**config.mk**
```make
export PLATFORM = sky130hd
export DESIGN_NAME = pipelined_addsub
export DESIGN_NICKNAME = d
export VERILOG_FILES = /design/src/rtl/pipelined_addsub.sv
export SDC_FILE = /design/constraint.sdc
export NUM_CORES = 1
export LEC_CHECK = 0
export ABC_CLOCK_PERIOD_IN_PS = 6320
export CAP_MARGIN = 20
export CORE_UTILIZATION = 55
export CTS_CLUSTER_SIZE = 8
export DETAILED_ROUTE_END_ITERATION = 7
export GPL_ROUTABILITY_DRIVEN = 0
export GPL_TIMING_DRIVEN = 0
export HOLD_SLACK_MARGIN = 0.02
export PLACE_DENSITY_LB_ADDON = 0.12
export SETUP_SLACK_MARGIN = 0.1
export SLEW_MARGIN = 40
export SYNTH_ARGS = -nofsm -noshare
export SYNTH_HDL_FRONTEND = slang
export SYNTH_SLANG_ARGS = --single-unit
```
**constraint.sdc**
```tcl
create_clock -name clk -period 6.32 [get_ports clk]
set_input_delay 0.948 -clock clk [delete_from_list [all_inputs] [get_ports clk]]
set_output_delay 0.948 -clock clk [all_outputs]
set_load 0.02 [all_outputs]
```
**src/rtl/pipelined_addsub.sv**
```systemverilog
// Segment-pipelined adder/subtractor with ready/valid flow control.
// One SEG-bit segment is added per stage; the segment carry is registered forward.
module pipelined_addsub #(
  parameter int WIDTH = 32,
  parameter int SEG   = 16
) (
  input  logic             clk,
  input  logic             clr_n,
  input  logic             in_valid,
  output logic             in_ready,
  input  logic             sub,
  input  logic             cin,
  input  logic [WIDTH-1:0] x,
  input  logic [WIDTH-1:0] y,
  output logic             out_valid,
  input  logic             out_ready,
  output logic [WIDTH-1:0] s,
  output logic             cout,
  output logic             ovf,
  output logic             zero
);

  localparam int NSEG = WIDTH / SEG;
  localparam int L    = NSEG - 1;

  logic             vld_q [NSEG];
  logic             vld_d [NSEG];
  logic [WIDTH-1:0] res_q [NSEG];
  logic [WIDTH-1:0] res_d [NSEG];
  logic [WIDTH-1:0] xo_q  [NSEG];
  logic [WIDTH-1:0] xo_d  [NSEG];
  logic [WIDTH-1:0] yo_q  [NSEG];
  logic [WIDTH-1:0] yo_d  [NSEG];
  logic             cy_q  [NSEG];
  logic             cy_d  [NSEG];
  logic             cm_q;
  logic             cm_d;

  logic             advance;
  logic             accept;
  logic [WIDTH-1:0] ya;
  logic [SEG:0]     sa;

  function automatic logic [SEG:0] seg_add(
    input logic [SEG-1:0] a,
    input logic [SEG-1:0] b,
    input logic           c
  );
    return {1'b0, a} + {1'b0, b} + {{SEG{1'b0}}, c};
  endfunction

  always_comb begin
    advance = ~vld_q[L] | out_ready;
    accept  = in_valid & advance;
    vld_d   = vld_q;
    res_d   = res_q;
    xo_d    = xo_q;
    yo_d    = yo_q;
    cy_d    = cy_q;
    cm_d    = cm_q;
    ya      = y ^ {WIDTH{sub}};
    sa      = '0;

    if (advance) begin
      vld_d[0] = accept;
      if (accept) begin
        sa = seg_add(x[SEG-1:0], ya[SEG-1:0], cin ^ sub);
        xo_d[0]  = x;
        yo_d[0]  = ya;
        res_d[0] = '0;
        res_d[0][SEG-1:0] = sa[SEG-1:0];
        cy_d[0]  = sa[SEG];
        if (L == 0)
          cm_d = x[WIDTH-1] ^ ya[WIDTH-1] ^ sa[SEG-1];
      end

      for (int k = 1; k < NSEG; k++) begin
        vld_d[k] = vld_q[k-1];
        // data only moves with a real beat; bubbles leave it untouched
        if (vld_q[k-1]) begin
          sa = seg_add(xo_q[k-1][k*SEG +: SEG],
                       yo_q[k-1][k*SEG +: SEG],
                       cy_q[k-1]);
          xo_d[k]  = xo_q[k-1];
          yo_d[k]  = yo_q[k-1];
          res_d[k] = res_q[k-1];
          res_d[k][k*SEG +: SEG] = sa[SEG-1:0];
          cy_d[k]  = sa[SEG];
          if (k == L)
            cm_d = xo_q[k-1][WIDTH-1] ^ yo_q[k-1][WIDTH-1] ^ sa[SEG-1];
        end
      end
    end
  end

  always_ff @(posedge clk) begin
    if (!clr_n) begin
      for (int k = 0; k < NSEG; k++) begin
        vld_q[k] <= 1'b0;
        res_q[k] <= '0;
        xo_q[k]  <= '0;
        yo_q[k]  <= '0;
        cy_q[k]  <= 1'b0;
      end
      cm_q <= 1'b0;
    end else begin
      vld_q <= vld_d;
      res_q <= res_d;
      xo_q  <= xo_d;
      yo_q  <= yo_d;
      cy_q  <= cy_d;
      cm_q  <= cm_d;
    end
  end

  assign in_ready  = advance;
  assign out_valid = vld_q[L];
  assign s         = res_q[L];
  assign cout      = cy_q[L];
  assign ovf       = cm_q ^ cy_q[L];
  assign zero      = ~|res_q[L];

endmodule

```
==> flow_summary.ini, run 1 <==
[sta]
final_sum_of_negative_setup_slack_ps = 0
rsz0062_at_grt = false
period_needed_ps = 3896
max_freq_mhz = 256.7
fin_crit_sh_pct = 61.64
maxSlewViolCount = 0
timing.clock.skew_ps = 16.05
setup_viol_count_final = 0
worst_pin_slew_ps = 556.5
slew_headroom_pct = 62.90
hold_viol = 0

[critical_path]
cpPeakStageDelay_ps = 400
crit_chain = clkbuf_1 > buf_2 > buf_2 > xor2_1 > fa_1 > inv_1 > fa_1 > nor2b_1 > o2111ai_1 > a31oi_1 > o21ai_0 > and3_1 > o21ai_0 > a21oi_1
rr_worst_depth = 9
worstSetupEndpointType = register
timing.critical_path.max_delay_family = buffers and inverters
worst_setup_path_endpoint = res_q[42]
worstPathBufferInverterCount = 4
worstSetupPathDepth = 14
worst_reg2reg_path_endpoint = cout
critical_path.reg2reg.startpoint = xo_q[48]
crit_start = sub
worstPathMaxFanout = 10
slowest_stage = sky130_fd_sc_hd__fa_1
worstPathArrival_ps = 4120
reg2reg_setup_slack_ps = 3500
crit_path_start_kind = primary input
worst_ep_required_time_ps = 6550
worst-setup-path-type = in2reg

[floorplan]
floorplan.rows = 34
die_span_in_x_um = 96.31
core_um2 = 8678
floorplan.die_area_um2 = 9276
ios = 107
die_height_um = 96.31
initial_core_util_pct = 56.37

[placed_design]
dpl_cell_area_um2 = 6078
port_buffers = 105
hpwl_um = 9795

[detailed_routing]
detail-route-antenna-nets = 0
post-route-drc-count = 0
drt_pass1_iterations = 5
routedWlPerCell_um = 14.29
dr_total_vias = 4562
drt-vias-per-instance = 5.450
routed_wirelength_um = 11960
drt_first_iter_violations = 255

[synth]
postSynthRegisterBits = 85
synth.top_cell.area_share_pct = 34.78
synth_top_cell_by_area = sky130_fd_sc_hd__dfxtp_1
syn_area_per_cell_um2 = 8.033
synth_cell_type_count = 45
netlist_instances = 609
synth-seq-area-share_pct = 34.78
synthesis.yosys.warnings = 0
synth_nets = 713
edff_count_synth = 0
synth-main-ff-cell = sky130_fd_sc_hd__dfxtp_1
synth_area_um2 = 4892
post_synth_main_area_contributors = sky130_fd_sc_hd__dfxtp_1, sky130_fd_sc_hd__nand2_1, sky130_fd_sc_hd__ha_1, sky130_fd_sc_hd__a21oi_1, sky130_fd_sc_hd__xnor2_1
synth-async-reset-ratio_pct = 0

[clock_tree]
cts.repair.resized = 0
cts_inserted_buffers = 9
clkLatencyLatePin_ps = 360
h-tree-depth = 3
tritoncts = yes
cts_buffer_depth = 2
cts_root_buf = sky130_fd_sc_hd__clkbuf_8
post_cts_buffers = 0
path_clk_slew_ps = 90
cts_hold_buf = 0
tritoncts_sinks = 85

[job]
maxCapViolations = 0

[finish]
leading_cell_types_in_the_layout_fill_and_taps_excluded = sky130_fd_sc_hd__nand2_1, sky130_fd_sc_hd__clkdlybuf4s50_1, sky130_fd_sc_hd__dfxtp_1
diode_insertion_count_for_antenna_repair = 0
mostFrequentLayoutCell = sky130_fd_sc_hd__nand2_1
area_growth_pct = 28.24
fillerInstances = 747
design.final.nets = 829
fraction_of_final_layout_cells_sized_beyond_drive_strength_1_pct = 8.230
design_area_um2 = 6274

[worst_hold_path]
hold_class = reg2reg

[global_routing]
grt_antenna_before_repair = 0
globalRouteTotalUtil_pct = 27.51
first_pass_grt_wire_length_um = 19520
grt_pass1_vias = 4162
pin_count_of_the_biggest_net_entering_global_routing = 16
grt_overflow_total = 0

[power_and_ir_drop]
p_per_area_nw_per_um2 = 222.8
power_leakage_nw = 2.522
worst_ir_drop_vdd_mv = 0.1693

[run_status]
run_status = complete, no violations
## registers in the layout, indices dropped and copies added (netlist names)
name / count
vld_q: 1
cy_q: 1
cm_q: 1
out_valid: 1
s: 32
cout: 1
xo_q: 16
yo_q: 16
res_q: 16
## worst min-delay path, stage by stage (launching register included)
cell	delay, ps
sky130_fd_sc_hd__dfxtp_1	320
sky130_fd_sc_hd__nand2_1	50
sky130_fd_sc_hd__a21oi_1	50
## cell type report
class,count,area (µm²),share of cell area (%)
clock buffers,9,123.9,1.974
well taps,108,135.1,2.154
flip-flops and latches,85,1702,27.12
inverters,10,37.54,0.5983
plain buffers,62,359.1,5.724
repair buffers,105,1051,16.75
clock inverters,6,71.32,1.137
multi-input cells,452,2794,44.54
## worst min-delay path by stage
stage          depth (start not counted)  slack [ps]  endpoint      start
2_1_floorplan                          2         430     s[13]  res_q[45]
3_3_place_gp                           2         450      s[0]  res_q[32]
3_5_place_dp                           2         450     s[10]  res_q[42]
4_1_cts                                2         460     s[10]  res_q[42]
5_1_grt                                2         480     s[10]  res_q[42]
6_report                               2         460     s[10]  res_q[42]
## cells by family (layout without fill, tap and decap cells)
group	Yosys count	in the layout	synth area share [%]
simple gates	211	211	18.49
compound gates	153	153	19.64
flops	85	85	34.78
buf+inv	72	192	8.107
xor+xnor	54	54	9.667
fa+ha+maj	34	34	9.310
## metrics by stage
stage	hold WS [ps]	utilization [%]	setup WS (ps)	std cells	total power [mW]
floorplan	432.1	-	2606	609	0.8778
global placement	446.8	70.04	2194	822	1.006
global route	480.9	72.29	2252	837	1.470
finish	458.8	72.29	2424	837	1.397
CTS	455.1	72.29	2477	837	1.395
detailed placement	453.2	70.04	2103	822	1.022
## metal layers
layer	track usage, %	vias to the layer above	wire [µm]
met4	7.108	0	105
met1	37.57	2097	5506
met2	45.45	158	5719
met5	0	-	0
met3	4.107	10	630
li1	-	2297	-
## report_power, final
part	internal, mW	leakage, nW	switching (mW)
clock	0.184	0.0923	0.200
sequential	0.577	0.698	0.0312
combinational	0.195	1.73	0.210
## Yosys cell counts, types with 2 or more instances
master,instances
sky130_fd_sc_hd__nand2_1,118
sky130_fd_sc_hd__dfxtp_1,85
sky130_fd_sc_hd__a21oi_1,67
sky130_fd_sc_hd__nor2_1,40
sky130_fd_sc_hd__buf_4,32
sky130_fd_sc_hd__xnor2_1,31
sky130_fd_sc_hd__ha_1,30
sky130_fd_sc_hd__a211oi_1,26
sky130_fd_sc_hd__xor2_1,23
sky130_fd_sc_hd__clkbuf_1,22
sky130_fd_sc_hd__o21ai_0,21
sky130_fd_sc_hd__nor4_1,11
sky130_fd_sc_hd__a21o_1,10
sky130_fd_sc_hd__inv_1,10
sky130_fd_sc_hd__nand3_1,10
sky130_fd_sc_hd__nor3_1,8
sky130_fd_sc_hd__nand4_1,6
sky130_fd_sc_hd__buf_2,5
sky130_fd_sc_hd__and2_1,4
sky130_fd_sc_hd__fa_1,4
sky130_fd_sc_hd__nor2b_1,4
sky130_fd_sc_hd__o21a_1,4
sky130_fd_sc_hd__o21ai_1,4
sky130_fd_sc_hd__or3_1,4
sky130_fd_sc_hd__a31oi_1,3
sky130_fd_sc_hd__buf_1,3
sky130_fd_sc_hd__nand2b_1,3
sky130_fd_sc_hd__a211o_1,2
sky130_fd_sc_hd__a21oi_2,2
sky130_fd_sc_hd__o211ai_1,2
No activity file was read; power rests on OpenSTA's default activity.
==> run 2: changes to the inputs <==
- ABC_CLOCK_PERIOD_IN_PS: 6320 -> 3420
- CORE_UTILIZATION: 55 -> 46
- clock period: 6.32 -> 3.42 ns (I/O delays scaled with it)
==> run 2 against run 1 <==
Net effect: total power up 78%; sequential cell count stayed put; combinational power grew 83%; via count down 2.9%; sequential power is 84% higher; first-iteration DRC count fell by 27%; largest cell class unchanged.
==> flow_summary.ini, run 2 (synthesized netlist as in run 1, its figures left out) <==
[sta]
fin_crit_sh_pct = 90.31
slew_headroom_pct = 62.90
period_needed_ps = 3089
max_freq_mhz = 323.8
worst_pin_slew_ps = 556.5
hold_viol = 0
rsz0062_at_grt = false
maxSlewViolCount = 0
setup_viol_count_final = 0
fin_hold_ws_ps = 455.2
timing.clock.skew_ps = 8.731

[global_routing]
pin_count_of_the_biggest_net_entering_global_routing = 14
grt_antenna_before_repair = 0
grt_overflow_total = 0
first_pass_grt_wire_length_um = 19810
grt_pass1_vias = 4163
globalRouteTotalUtil_pct = 22.61

[finish]
largest_register_ffs = 32
fillerInstances = 973
leading_cell_types_in_the_layout_fill_and_taps_excluded = sky130_fd_sc_hd__nand2_1, sky130_fd_sc_hd__clkdlybuf4s50_1, sky130_fd_sc_hd__dfxtp_1
area_growth_pct = 28.49
design.final.nets = 829
diode_insertion_count_for_antenna_repair = 0
mostFrequentLayoutCell = sky130_fd_sc_hd__nand2_1
fraction_of_final_layout_cells_sized_beyond_drive_strength_1_pct = 8.230
stdcell_count = 865

[power_and_ir_drop]
power_leakage_nw = 2.516
worst_ir_drop_vdd_mv = 0.1819
p_per_area_nw_per_um2 = 396.5

[floorplan]
floorplan.rows = 37
die_span_in_x_um = 105.1
ios = 107
core_um2 = 10320
die_height_um = 105.1
initial_core_util_pct = 47.39
floorplan.die_area_um2 = 11050

[critical_path]
slowest_stage = sky130_fd_sc_hd__fa_1
worstSetupEndpointType = register
worst_ep_required_time_ps = 3640
cpPeakStageDelay_ps = 400
worst-setup-path-type = in2reg
crit_path_start_kind = primary input
worstPathArrival_ps = 3310
worstPathMaxFanout = 10
crit_chain = clkbuf_2 > buf_4 > buf_4 > xor2_1 > fa_1 > inv_1 > fa_1 > nor2b_1 > o2111ai_1 > a31oi_1 > o21ai_0 > and3_1 > o21ai_0 > a21oi_1

[detailed_routing]
routed_wirelength_um = 11990
post-route-drc-count = 0
drt_first_iter_violations = 187
detail-route-antenna-nets = 0
dr_total_vias = 4430
drt_pass1_iterations = 4
drt-vias-per-instance = 5.121
routedWlPerCell_um = 13.86

[clock_tree]
path_clk_slew_ps = 80
tritoncts = yes
tritoncts_sinks = 85
cts_root_buf = sky130_fd_sc_hd__clkbuf_8
h-tree-depth = 3
clkLatencyLatePin_ps = 360
cts_buffer_depth = 2
cts_inserted_buffers = 9
post_cts_buffers = 0

[placed_design]
post-place-cells = 850
port_buffers = 105
hpwl_um = 9873

[worst_hold_path]
hold_class = reg2reg

[job]
maxCapViolations = 0

[run_status]
run_status = complete, no violations
==> run 2: per-stage QoR <==
stage                     setup slack (ps)  instance area (µm²)  util, %  power (mW)  setup TNS, ps
final                                331.5                 6286    60.89       2.492              0
after global routing                 110.0                 6286    60.89       2.641              0
after CTS                            106.1                 6282    60.85       2.500              0
after detailed placement            -353.7                 6113    59.22       1.885          -1848
after global placement              -299.1                 6113    59.22       1.866          -1283
after floorplan                      141.3                 4892        -       1.622              0
==> run 2: per-layer routing <==
layer  track usage, %  routed length (µm)  share of wire, %  up-vias
met2            37.37                5498                46      116
met4            6.539                 172               1.4        0
met1            30.09                5679                47     2004
met5                0                   0                 0        -
met3            3.993                 635               5.3       15
li1                 -                   -                 -     2295
==> run 2: worst paths after layout <==
kind	start	end	slack (ps)	cells after the start
setup / recovery	sub	res_q[42]	330	14
hold / removal	res_q[42]	s[10]	460	2
setup reg to reg	xo_q[48]	cout	690	9
hold reg to reg	res_q[42]	s[10]	460	2
==> run 2: worst max-delay path, delay by kind of cell <==
family                     cells  cell delay [ps]
AOI/OAI and AO/OA              5              850
xor gates and xnor gates       1              210
adders and majority gates      2              660
buffers and inverters          4              710
and+or+nand+nor                2              370
==> run 2: timing repair <==
action | CTS | global route
hold buffers | 0 | 0
setup endpoints to repair | 3 | 4
pin swaps | 0 | 0
resized for setup | 1 | 4
==> run 2: layout make-up <==
cell class | instances | area, µm² | area share (%)
Multi-Input combinational cell | 452 | 2794 | 44.45
Sequential cell | 85 | 1702 | 27.07
Timing Repair Buffer | 105 | 1051 | 16.72
Buffer | 62 | 365.4 | 5.812
Tap cell | 136 | 170.2 | 2.707
Clock buffer | 11 | 141.4 | 2.249
Inverter | 10 | 37.54 | 0.5971
Clock inverter | 4 | 25.02 | 0.3981
==> run 2: power breakdown <==
group          internal, mW  switching [mW]
Combinational         0.361           0.381
Sequential             1.07          0.0584
Clock                 0.277           0.349
Total                  1.70           0.788
